### src/rtl/baud_tx_arbiter.sv
// baud_tx_arbiter: round-robin two-requester 8N1 UART transmitter.
// Define PARITY_EN to insert an even-parity bit between data and stop.
module baud_tx_arbiter #(
  parameter int SYS_CLK = 100_000_000,
  parameter int BAUD = 9600
) (
  input  logic       clk,
  input  logic       rst_n,
  input  logic       req0,
  input  logic       req1,
  input  logic [7:0] data0,
  input  logic [7:0] data1,
  output logic       gnt0,
  output logic       gnt1,
  output logic       tx,
  output logic       busy
);
  localparam logic [31:0] DIV = 32'(SYS_CLK / BAUD);
`ifdef PARITY_EN
  typedef enum logic [2:0] {IDLE, START, DATA, PARITY, STOP} state_t;
`else
  typedef enum logic [2:0] {IDLE, START, DATA, STOP} state_t;
`endif
  state_t state, state_n;
  logic [31:0] cnt;
  logic [2:0] idx;
  logic [7:0] shreg;
  logic ptr, tick, pick1;
  assign tick = cnt == DIV - 32'd1;
  always_comb begin
    pick1 = req1 && (!req0 || ptr);
    gnt1 = rst_n && state == IDLE && pick1;
    gnt0 = rst_n && state == IDLE && req0 && !pick1;
    busy = state != IDLE || gnt0 || gnt1;
`ifdef PARITY_EN
    tx = state == START ? 1'b0 : state == DATA ? shreg[0] : state == PARITY ? ^shreg : 1'b1;
`else
    tx = state == START ? 1'b0 : state == DATA ? shreg[0] : 1'b1;
`endif
    state_n = state;
    case (state)
      IDLE:   state_n = (req0 || req1) ? START : IDLE;
      START:  state_n = tick ? DATA : START;
`ifdef PARITY_EN
      DATA:   state_n = (tick && idx == 3'd7) ? PARITY : DATA;
      PARITY: state_n = tick ? STOP : PARITY;
`else
      DATA:   state_n = (tick && idx == 3'd7) ? STOP : DATA;
`endif
      STOP:   state_n = tick ? IDLE : STOP;
      default: state_n = IDLE;
    endcase
  end
  // the shift register rotates, so after 8 bits it again holds the byte for parity
  always_ff @(posedge clk or negedge rst_n) begin
    if (!rst_n) begin
      state <= IDLE;
      cnt <= '0;
      idx <= '0;
      shreg <= '0;
      ptr <= 1'b0;
    end else begin
      state <= state_n;
      cnt <= (state == IDLE || tick) ? '0 : cnt + 32'd1;
      if (gnt0 || gnt1) begin
        shreg <= gnt1 ? data1 : data0;
        ptr <= gnt0;
      end else if (state == DATA && tick) begin
        shreg <= {shreg[0], shreg[7:1]};
        idx <= idx + 3'd1;
      end
    end
  end
endmodule

### config.mk
export PLATFORM = sky130hd
export DESIGN_NAME = baud_tx_arbiter
export DESIGN_NICKNAME = d
export VERILOG_FILES = /design/src/rtl/baud_tx_arbiter.sv
export SDC_FILE = /design/constraint.sdc
export NUM_CORES = 1
export LEC_CHECK = 0
export CORE_MARGIN = 4
export CORE_UTILIZATION = 55
export DETAILED_ROUTE_END_ITERATION = 10
export GPL_TIMING_DRIVEN = 0
export PLACE_DENSITY = 0.77
export SETUP_SLACK_MARGIN = 0.5
export SLEW_MARGIN = 15
export SYNTH_ARGS = -nofsm -noshare
export SYNTH_HDL_FRONTEND = slang
export SYNTH_SLANG_ARGS = --single-unit
### constraint.sdc
create_clock -name clk -period 2.7 [get_ports clk]
set_input_delay 0.81 -clock clk [delete_from_list [all_inputs] [get_ports clk]]
set_output_delay 0.81 -clock clk [all_outputs]
set_load 0.01 [all_outputs]
==> key figures, run 1 <==
Yosys
  • Flip-flop cell with the highest count after synthesis: dfrtp_1
  • Number of nets in the synthesized netlist: 308
  • Xor-xnor portion of the synthesized cell area: 0.0470
  • Post-synthesis cell area: 2610 um^2
  • Synthesized instance count: 285
  • Cell accounting for the most synthesized area: dfrtp_1
  • Multiplexer share of the synthesized area: 0.0125
  • Share of Yosys cell area claimed by the top area cell type: 0.442
  • Syn avg cell area: 9.14 um^2
  • Flip-flop and latch count after synthesis: 46
  • Warnings from Yosys: 0
  • Fraction of registers with async set/reset: 1.00
  • Synth cell types: 37
  • Biggest area contributors in the synthesized netlist: dfrtp_1, or4_1, a21oi_1
  • Adder and majority gate portion of the synthesized area: 0.0144
  • Simple logic cell fraction of the synthesized area: 0.249
  • Dominant combinational cell family by area after synthesis: simple AND/OR/NAND/NOR gates
  • Compound-Gate Fraction of Synth Area: 0.174
  • Number of enable flip-flop cells after synthesis: 0
  • Sequential cell area fraction in the yosys report: 0.442

GRT
  • First-pass GRT wire length: 10.8 mm
  • Antenna violations before repair: 0
  • GRT Total Usage: 0.225
  • Pin count of the biggest net entering global routing: 17
  • Vias in the first global route: 2253
  • Overall overflow remaining after global route: 0

Place
  • Port-buffer cells: 23
  • # placed instances: 361
  • Final estimated routing congestion in global placement: 0.861
  • Detailed-placement wirelength estimate: 4.22 mm
  • Worst slack, placed: -863 ps

Clock network
  • Clock-pin slew on the worst setup and hold paths: 80 ps
  • Num CTS Buffers: 5
  • CTS tree: done
  • Post-CTS Hold Buffers: 0
  • Clock Tree Buf Depth: 2
  • Number of levels the H-tree was split into: 2
  • Clock tree root buffer cell: clkbuf_8
  • Sink Count: 46
  • Clock latency on the worst-skew pair: 300 ps

Floorplanning
  • Number of top-level pins: 24
  • Die height: 76.8 um
  • Die Footprint: 5900 um^2
  • Floorplan Core Area: 4470 um^2
  • Die boundary width: 76.8 um
  • Effective utilization at floorplan: 0.582
  • Number of core rows: 24

Timing
  • Maximum clock skew at final layout: 10.6 ps
  • Final count of pins violating max slew: 0
  • Setup-violating endpoint count in the final report: 0
  • Worst setup margin: 188 ps
  • Achievable Freq: 0.398 GHz
  • Final period utilization: 0.931
  • Normalized max-slew margin: 0.662
  • Least-Margin Pin Slew: 504 ps
  • Setup repair after global routing missed its margin: true
  • Crit path time final: 2510 ps
  • Final number of hold-violating endpoints: 0

Power and ir drop
  • Internal Pwr Total: 1.05 mW
  • Psw: 405 uW
  • Lkg Pwr: 1.39 nW
  • Peak supply drop: 379 uV
  • Combinational cell fraction of total power: 0.150
  • Switching Share: 0.278
  • Total power: 1.46 mW
  • Part of the power in registers: 0.569
  • Power density relative to cell area: 439 nW/um^2
  • Proportion of power drawn by the clock network: 0.281

Setup path
  • Reg2reg setup slack: 590 ps
  • Critical path data arrival time: 1700 ps
  • Worst Setup Path Type: input port to output port
  • Worst path most repeated cell: buf_6
  • Critical Path Source Type: input port
  • CP peak stage delay: 160 ps
  • Cell-by-cell trace of the critical path: buf_16, buf_12, nor3b_4, buf_6, o21ai_4, clkbuf_8, nand2_2, buf_6
  • Worst reg2reg path startpoint: cnt[15]$_DFF_PN0_
  • Endpoint of the worst-slack reg-to-reg timing path: shreg[1]$_DFFE_PN0P_
  • Slowest-stage cell, CP: clkbuf_8
  • Kind of cell with the highest combined delay on the critical path: buffers and inverters
  • Worst reg-to-reg path cell count: 5
  • Sum of buffers and inverters on the critical path: 5
  • Largest fanout on the critical path: 2
  • Kind of end point of the critical path: output port
  • Required time worst endpoint: 1890 ps

Run
  • Total of max-cap violations: 0

Cells and area
  • Fill cell instance count of the final layout: 316
  • Most frequent cells in the layout: dfrtp_1, inv_1, nor2_1, a21oi_1
  • Final standard cell utilization of the core: 0.740
  • Most common library cell in the layout ignoring fill and taps: dfrtp_1
  • Proportion of layout cells with a drive suffix above 1: 0.189
  • Layout Area Growth over Synthesis: 27.1%
  • Final standard cell count with taps included and fillers excluded: 385
  • Diode count: 0
  • Post-layout nets: 356
  • Storage element area: 1150 um^2
  • Total area of multi-input combinational cells: 1370 um^2

Min path
  • Sink of the worst hold path: cnt[0]$_DFF_PN0_
  • Cell depth of the worst hold path: 1
  • Hold path startpoint: cnt[0]$_DFF_PN0_
  • Hold Path Class: register to register

Routing
  • Number of remaining DRC errors: 0
  • Total length of routed wires: 6.58 mm
  • Drt first pass iters: 4
  • Number of routed nets with antenna violations: 0
  • Routed len/inst: 17.1 um
  • Vias: 2459
  • Detailed-route vias per instance: 6.39
  • Initial drt markers: 192

Outcome
  • Outcome: completed
-- cell usage after synthesis, drive strengths merged, types with 7 or more instances --
cell	number
a311oi	8
xor2	7
a311o	8
o21ai	7
clkbuf	17
a31oi	9
a21oi	20
nand3	8
inv	20
nand4	12
xnor2	7
or4	15
nand2	18
o31ai	13
dfrtp	46
nor4	12
nor2	20
-- what timing repair did --
item	CTS	global route
setup endpoints to repair	12	42
gates resized for setup	46	20
pin swaps	1	1
gates cloned	1	0
buffers inserted	10	6
-- per-stage QoR --
| stage | cell area (um^2) | TNS [ps] | hold slack, ps |
|---|---|---|---|
| 2_1_floorplan | 2640 | 0 | 441 |
| 6_report | 3310 | 0 | 467 |
| 4_1_cts | 3210 | 0 | 455 |
| 3_5_place_dp | 2950 | -2530 | 471 |
| 3_3_place_gp | 2930 | -41410 | 465 |
| 5_1_grt | 3310 | 0 | 492 |
-- logic make-up after synthesis --
family          count (synthesis)
simple gates                  112
compound gates                 67
flops                          46
buf+inv                        40
xor+xnor                       14
mux                             3
fa+ha+maj                       3
-- sequential cells by signal, summed over array words and instances (netlist names) --
| signal | count |
|---|---|
| cnt | 32 |
| idx | 3 |
| ptr | 1 |
| shreg | 8 |
| state | 2 |
-- power by group through the flow --
| stage | combinational [mW] | clock (mW) | sequential [mW] |
|---|---|---|---|
| after floorplan | 0.128 | 0 | 0.824 |
| after global placement | 0.188 | 0 | 0.840 |
| after detailed placement | 0.194 | 0 | 0.841 |
| after CTS | 0.214 | 0.411 | 0.828 |
| after global routing | 0.251 | 0.451 | 0.843 |
| final | 0.218 | 0.409 | 0.828 |
-- how the worst max path moves through the flow --
stage	from	to	depth (start not counted)
final	rst_n	busy	8
after global placement	rst_n	busy	6
after CTS	rst_n	busy	8
after global routing	rst_n	busy	8
after floorplan	rst_n	gnt0	4
after detailed placement	rst_n	busy	7
-- worst reg2reg max path: stages (launching register included) --
cell and delay (ps):
dfrtp_1 460, nor4_4 330, nand4_1 230, or3_1 390
clkbuf_2 190, a311o_1 380
-- area by class of cell --
class / instances / share of cell area
Tap cell: 52 / 0.0196
Clock inverter: 1 / 0.00227
Clock buffer: 6 / 0.0219
Multi-Input combinational cell: 199 / 0.412
Sequential cell: 46 / 0.348
Buffer: 20 / 0.0487
Timing Repair Buffer: 41 / 0.125
Inverter: 20 / 0.0227
-- routing by layer --
metal | global-route usage | vias to the layer above | part of all wire
li1 | - | 1171 | -
met1 | 0.325 | 1203 | 0.47
met2 | 0.334 | 77 | 0.46
met3 | 0.0574 | 8 | 0.063
met4 | 0.0616 | 0 | 0.010
met5 | 0 | - | 0
(Power assumes the default switching activity.)
==> inputs of run 2 (changes only) <==
--- a/config.mk
+++ b/config.mk
@@ -6,10 +6,9 @@
 export NUM_CORES = 1
 export LEC_CHECK = 0
 export CORE_MARGIN = 4
-export CORE_UTILIZATION = 55
+export CORE_UTILIZATION = 45
 export DETAILED_ROUTE_END_ITERATION = 10
 export GPL_TIMING_DRIVEN = 0
-export PLACE_DENSITY = 0.77
 export SETUP_SLACK_MARGIN = 0.5
 export SLEW_MARGIN = 15
 export SYNTH_ARGS = -nofsm -noshare
==> run 2 against run 1 <==
Against the previous run:
- worst setup slack got worse by 1.9 ps
- via count decreased by 1.1%
- clock-buffer cell count unchanged
- sequential share of layout area decreased by 1.9 points
- critical path depth unchanged
- total power increased by 2.2%
- fmax about the same
- cell area increased by 5.9%
- utilization decreased by 11 points
- clock skew increased by 1.8 ps
- cell count increased by 6.5%
- die area increased by 20%
- critical path type unchanged
==> key figures, run 2 (same netlist as run 1, synthesis figures left out) <==
Outcome
  • Outcome: completed

Clock network
  • Num CTS Buffers: 5 (unchanged)
  • Clock-pin slew on the worst setup and hold paths: 70 ps (about the same)
  • Clock latency on the worst-skew pair: 300 ps (about the same)
  • CTS tree: done
  • Clock Tree Buf Depth: 2 (unchanged)
  • Sink Count: 46 (unchanged)
  • Post-CTS Hold Buffers: 0 (unchanged)
  • Number of levels the H-tree was split into: 2 (unchanged)
  • Clock tree root buffer cell: clkbuf_8

Timing
  • Worst hold slack across all endpoints: 480 ps (+13.1 ps)
  • Maximum clock skew at final layout: 12.5 ps (+1.81 ps)
  • Final number of hold-violating endpoints: 0 (unchanged)
  • Setup-violating endpoint count in the final report: 0 (unchanged)
  • Normalized max-slew margin: 0.471 (-0.191)
  • Setup repair after global routing missed its margin: true
  • Final count of pins violating max slew: 0 (unchanged)
  • Final period utilization: 0.931 (about the same)
  • Achievable Freq: 0.398 GHz (about the same)
  • Crit path time final: 2510 ps (+1.88 ps)
  • Least-Margin Pin Slew: 794 ps (+289 ps)

Routing
  • Drt first pass iters: 4 (unchanged)
  • Routed len/inst: 16.7 um (-2.2%)
  • Number of remaining DRC errors: 0 (unchanged)
  • Total length of routed wires: 6.86 mm (+4.1%)
  • Number of routed nets with antenna violations: 0 (unchanged)
  • Initial drt markers: 156 (-19%)
  • Detailed-route vias per instance: 5.93 (-7.2%)
  • Vias: 2431 (-1.1%)

Power and ir drop
  • Internal Pwr Total: 1.08 mW (+3.0%)
  • Total power: 1.49 mW (+2.2%)
  • Switching Share: 0.272 (-0.00623)
  • Peak supply drop: 355 uV (-6.4%)
  • Proportion of power drawn by the clock network: 0.278 (-0.003)
  • Lkg Pwr: 1.44 nW (+3.0%)
  • Power density relative to cell area: 424 nW/um^2 (-3.5%)
  • Part of the power in registers: 0.559 (-0.010)
  • Combinational cell fraction of total power: 0.162 (+0.012)
  • Psw: 404 uW (-0.13%)

Floorplanning
  • Effective utilization at floorplan: 0.468 (-0.115)
  • Die Footprint: 7070 um^2 (+20%)
  • Die height: 84.1 um (+9.5%)
  • Number of top-level pins: 24 (unchanged)
  • Floorplan Core Area: 5570 um^2 (+25%)
  • Number of core rows: 27 (+13%)
  • Die boundary width: 84.1 um (+9.5%)

Setup path
  • Cell-by-cell trace of the critical path: buf_16, buf_12, nor3b_4, clkbuf_8, buf_6, nand2_2, a21oi_2, buf_2
  • Worst reg2reg path startpoint: cnt[15]$_DFF_PN0_
  • Slowest-stage cell, CP: nor3b_4
  • CP peak stage delay: 210 ps (+50 ps)
  • Kind of end point of the critical path: output port
  • Critical path data arrival time: 1700 ps (about the same)
  • Worst reg-to-reg path cell count: 5 (unchanged)
  • Critical Path Source Type: input port
  • Endpoint of the worst-slack reg-to-reg timing path: shreg[3]$_DFFE_PN0P_
  • Reg2reg setup slack: 580 ps (about the same)
  • Required time worst endpoint: 1890 ps (about the same)
  • Worst Setup Path Type: input port to output port
  • Largest fanout on the critical path: 2 (unchanged)

GRT
  • GRT Total Usage: 0.200 (-0.0249)
  • Pin count of the biggest net entering global routing: 18 (+1)
  • First-pass GRT wire length: 11.7 mm (+8.5%)
  • Overall overflow remaining after global route: 0 (unchanged)
  • Antenna violations before repair: 0 (unchanged)
  • Vias in the first global route: 2392 (+6.2%)

Cells and area
  • Most common library cell in the layout ignoring fill and taps: dfrtp_1
  • Most frequent cells in the layout: dfrtp_1, buf_4, nor2_1, a21oi_1, inv_1
  • Diode count: 0 (unchanged)
  • Register with the highest flop count: cnt
  • Layout Area Growth over Synthesis: 34.6%
  • Top flop regs: cnt: 32 flops, shreg: 8 flops, idx: 3 flops
  • Post-layout nets: 362 (+1.7%)
  • Proportion of layout cells with a drive suffix above 1: 0.240 (+0.0505)
  • Max reg flops: 32 (unchanged)

Min path
  • Cell depth of the worst hold path: 1 (unchanged)
  • Hold path startpoint: idx[0]$_DFFE_PN0P_
  • Sink of the worst hold path: idx[0]$_DFFE_PN0P_
  • Hold Path Class: register to register

Run
  • Total of max-cap violations: 0 (unchanged)

Place
  • Final estimated routing congestion in global placement: 0.842 (-2.1%)
  • Port-buffer cells: 23 (unchanged)
  • Detailed-placement wirelength estimate: 4.59 mm (+8.8%)
## run 2: changes by cell type in the layout (fill, tap and decap cells not counted), sizes merged
cell	previous run	this run
clkbuf	23	21
clkinvlp	1	0
buf	26	34
## run 2: layout make-up
| cell class | count | area (um^2) |
|---|---|---|
| Fill cell | 488 | 2070 |
| Multi-Input combinational cell | 199 | 1460 |
| Sequential cell | 46 | 1150 |
| Timing Repair Buffer | 47 | 468 |
| Buffer | 20 | 183 |
| Tap cell | 72 | 90.1 |
| Clock buffer | 6 | 82.6 |
| Inverter | 20 | 75.1 |
## run 2: critical path, delay by kind of cell
kind	cells	cell delay (ps)
AO/OA/AOI/OAI	1	80
AND/OR/NAND/NOR	2	250
buffers and inverters	5	560
## run 2: worst max-delay path by stage
stage | start | to | slack (ps) | depth (start not counted)
after CTS | rst_n | gnt0 | 180 | 8
after detailed placement | rst_n | busy | -910 | 7
final | rst_n | gnt0 | 190 | 8
after floorplan | rst_n | gnt0 | 440 | 4
after global placement | rst_n | busy | -2450 | 6
after global routing | rst_n | gnt0 | 110 | 8
## run 2: per-stage QoR
step | instances | setup slack [ps] | utilization | area [um^2] | TNS (ps)
finish | 410 | 186 | 0.629 | 3510 | 0
global route | 410 | 109 | 0.629 | 3510 | 0
CTS | 400 | 179 | 0.587 | 3270 | 0
detailed placement | 381 | -911 | 0.533 | 2970 | -2650
global placement | 380 | -2450 | 0.531 | 2960 | -44810
floorplan | 285 | 445 | - | 2640 | 0
## run 2: power by group through the flow
stage | Clock [mW] | Combinational [mW] | Sequential [mW]
after floorplan | 0 | 0.128 | 0.824
after detailed placement | 0 | 0.196 | 0.843
after global placement | 0 | 0.190 | 0.841
after CTS | 0.433 | 0.221 | 0.828
after global routing | 0.458 | 0.269 | 0.845
final | 0.414 | 0.241 | 0.832
## run 2: per-layer routing
metal | vias to the layer above | share of wire | track usage
li1 | 1188 | - | -
met1 | 1178 | 0.49 | 0.306
met2 | 55 | 0.46 | 0.288
met3 | 10 | 0.037 | 0.0346
met4 | 0 | 0.011 | 0.0614
met5 | - | 0 | 0
## run 2: repair_timing
action                     in CTS  in global routing
pin swaps                       3                  7
hold endpoints to repair        0                  0
setup endpoints to repair      12                 42
resized for setup              49                 43
cloned                          1                  0
buffers inserted               12                 10
==> inputs of run 3 (changes only) <==
--- a/config.mk
+++ b/config.mk
@@ -5,6 +5,7 @@
 export SDC_FILE = /design/constraint.sdc
 export NUM_CORES = 1
 export LEC_CHECK = 0
+export CAP_MARGIN = 30
 export CORE_MARGIN = 4
 export CORE_UTILIZATION = 45
 export DETAILED_ROUTE_END_ITERATION = 10
==> run 3 against run 2 <==
Against the previous run:
- worst hold slack unchanged
- sequential cell count stayed put
- die area is the same
- combinational power is essentially flat
- via count unchanged
- wire length did not move
- global-route usage did not move
- clock power hardly changed
- utilization is the same
- register-to-register slack hardly changed
- largest power group unchanged
==> key figures, run 3 (same netlist as run 1, synthesis figures left out) <==
Power and ir drop
  • Lkg Pwr: 1.44 nW (unchanged)
  • Peak supply drop: 355 uV (unchanged)
  • Power density relative to cell area: 424 nW/um^2 (unchanged)
  • Total power: 1.49 mW (unchanged)

Clock network
  • Post-CTS Hold Buffers: 0 (unchanged)
  • Clock latency on the worst-skew pair: 300 ps (about the same)
  • Clock tree root buffer cell: clkbuf_8
  • Num CTS Buffers: 5 (unchanged)
  • Clock-pin slew on the worst setup and hold paths: 70 ps (about the same)
  • Clock Tree Buf Depth: 2 (unchanged)
  • Number of levels the H-tree was split into: 2 (unchanged)
  • CTS tree: done
  • Sink Count: 46 (unchanged)

Timing
  • Maximum clock skew at final layout: 12.5 ps (unchanged)
  • Setup-violating endpoint count in the final report: 0 (unchanged)
  • Least-Margin Pin Slew: 794 ps (unchanged)
  • Crit path time final: 2510 ps (unchanged)
  • Final number of hold-violating endpoints: 0 (unchanged)
  • Achievable Freq: 0.398 GHz (unchanged)
  • Setup repair after global routing missed its margin: true
  • Final period utilization: 0.931 (unchanged)
  • Summed negative setup slack over all endpoints: 0 ps (unchanged)
  • Normalized max-slew margin: 0.471 (unchanged)
  • Final count of pins violating max slew: 0 (unchanged)

Floorplanning
  • Die boundary width: 84.1 um (unchanged)
  • Number of core rows: 27 (unchanged)
  • Number of top-level pins: 24 (unchanged)
  • Effective utilization at floorplan: 0.468 (unchanged)
  • Floorplan Core Area: 5570 um^2 (unchanged)
  • Die Footprint: 7070 um^2 (unchanged)
  • Die height: 84.1 um (unchanged)

Routing
  • Routed len/inst: 16.7 um (unchanged)
  • Total length of routed wires: 6.86 mm (unchanged)
  • Vias: 2431 (unchanged)
  • Number of remaining DRC errors: 0 (unchanged)
  • Detailed-route vias per instance: 5.93 (unchanged)
  • Drt first pass iters: 4 (unchanged)
  • Initial drt markers: 156 (unchanged)
  • Number of routed nets with antenna violations: 0 (unchanged)

Cells and area
  • Diode count: 0 (unchanged)
  • Proportion of layout cells with a drive suffix above 1: 0.240 (unchanged)
  • Register with the highest flop count: cnt
  • Most frequent cells in the layout: dfrtp_1, buf_4, nor2_1, a21oi_1, inv_1
  • Post-layout nets: 362 (unchanged)
  • Most common library cell in the layout ignoring fill and taps: dfrtp_1
  • Max reg flops: 32 (unchanged)
  • Layout Area Growth over Synthesis: 34.6% (unchanged)
  • Top flop regs: cnt: 32 flops, shreg: 8 flops, idx: 3 flops

Setup path
  • Worst reg2reg path startpoint: cnt[15]$_DFF_PN0_
  • Critical Path Source Type: input port
  • Reg2reg setup slack: 580 ps (about the same)
  • Required time worst endpoint: 1890 ps (about the same)
  • Worst Setup Path Type: input port to output port
  • Worst reg-to-reg path cell count: 5 (unchanged)
  • Largest fanout on the critical path: 2 (unchanged)
  • Endpoint of the worst-slack reg-to-reg timing path: shreg[3]$_DFFE_PN0P_
  • Kind of end point of the critical path: output port
  • Critical path data arrival time: 1700 ps (about the same)

Place
  • Detailed-placement wirelength estimate: 4.59 mm (unchanged)
  • Final estimated routing congestion in global placement: 0.842 (unchanged)
  • Port-buffer cells: 23 (unchanged)

Min path
  • Hold path startpoint: idx[0]$_DFFE_PN0P_
  • Cell depth of the worst hold path: 1 (unchanged)
  • Sink of the worst hold path: idx[0]$_DFFE_PN0P_
  • Hold Path Class: register to register

GRT
  • Antenna violations before repair: 0 (unchanged)
  • Overall overflow remaining after global route: 0 (unchanged)
  • Vias in the first global route: 2392 (unchanged)
  • Pin count of the biggest net entering global routing: 18 (unchanged)
  • GRT Total Usage: 0.200 (unchanged)
  • First-pass GRT wire length: 11.7 mm (unchanged)

Run
  • Total of max-cap violations: 0 (unchanged)

Outcome
  • Outcome: completed
[run 3: power breakdown]
part / internal [mW] / switching (mW) / total (mW) / leakage [nW]
Combinational: 0.131 / 0.110 / 0.241 / 0.782
Sequential: 0.754 / 0.0778 / 0.832 / 0.610
Clock: 0.198 / 0.216 / 0.414 / 0.0431
[run 3: worst max-delay path by stage]
stage	from	endpoint	slack [ps]	cells past startpoint
after floorplan	rst_n	gnt0	440	4
after global placement	rst_n	busy	-2450	6
after detailed placement	rst_n	busy	-910	7
after CTS	rst_n	gnt0	180	8
after global routing	rst_n	gnt0	110	8
final	rst_n	gnt0	190	8
[run 3: critical path: stages]
cell and delay [ps]:
buf_16 80, buf_12 80, nor3b_4 210, clkbuf_8 170
buf_6 90, nand2_2 40, a21oi_2 80, buf_2 140
[run 3: per-layer routing]
layer	global-route usage	wire [um]
met1	0.306	3380
met2	0.288	3140
met3	0.0346	257
met4	0.0614	73
met5	0	0
[run 3: layout make-up]
type	count	area [um^2]
fillers	488	2070
multi-input cells	199	1460
flip-flops and latches	46	1150
repair buffers	47	468
plain buffers	20	183
well taps	72	90.1
clock buffers	6	82.6
inverters	20	75.1
[run 3: stage by stage]
stage | hold WS (ps) | util | area [um^2] | std cells | worst slack (ps)
2_1_floorplan | 441 | - | 2640 | 285 | 445
3_3_place_gp | 464 | 0.531 | 2960 | 380 | -2450
3_5_place_dp | 473 | 0.533 | 2970 | 381 | -911
4_1_cts | 462 | 0.587 | 3270 | 400 | 179
5_1_grt | 511 | 0.629 | 3510 | 410 | 109
6_report | 480 | 0.629 | 3510 | 410 | 186
[run 3: timing repair]
action,CTS,global route
pin swaps,3,7
gates cloned,1,0
setup buffers,12,10
endpoints found under the setup margin,12,42
endpoints found under the hold margin,0,0
gates resized for setup,49,43
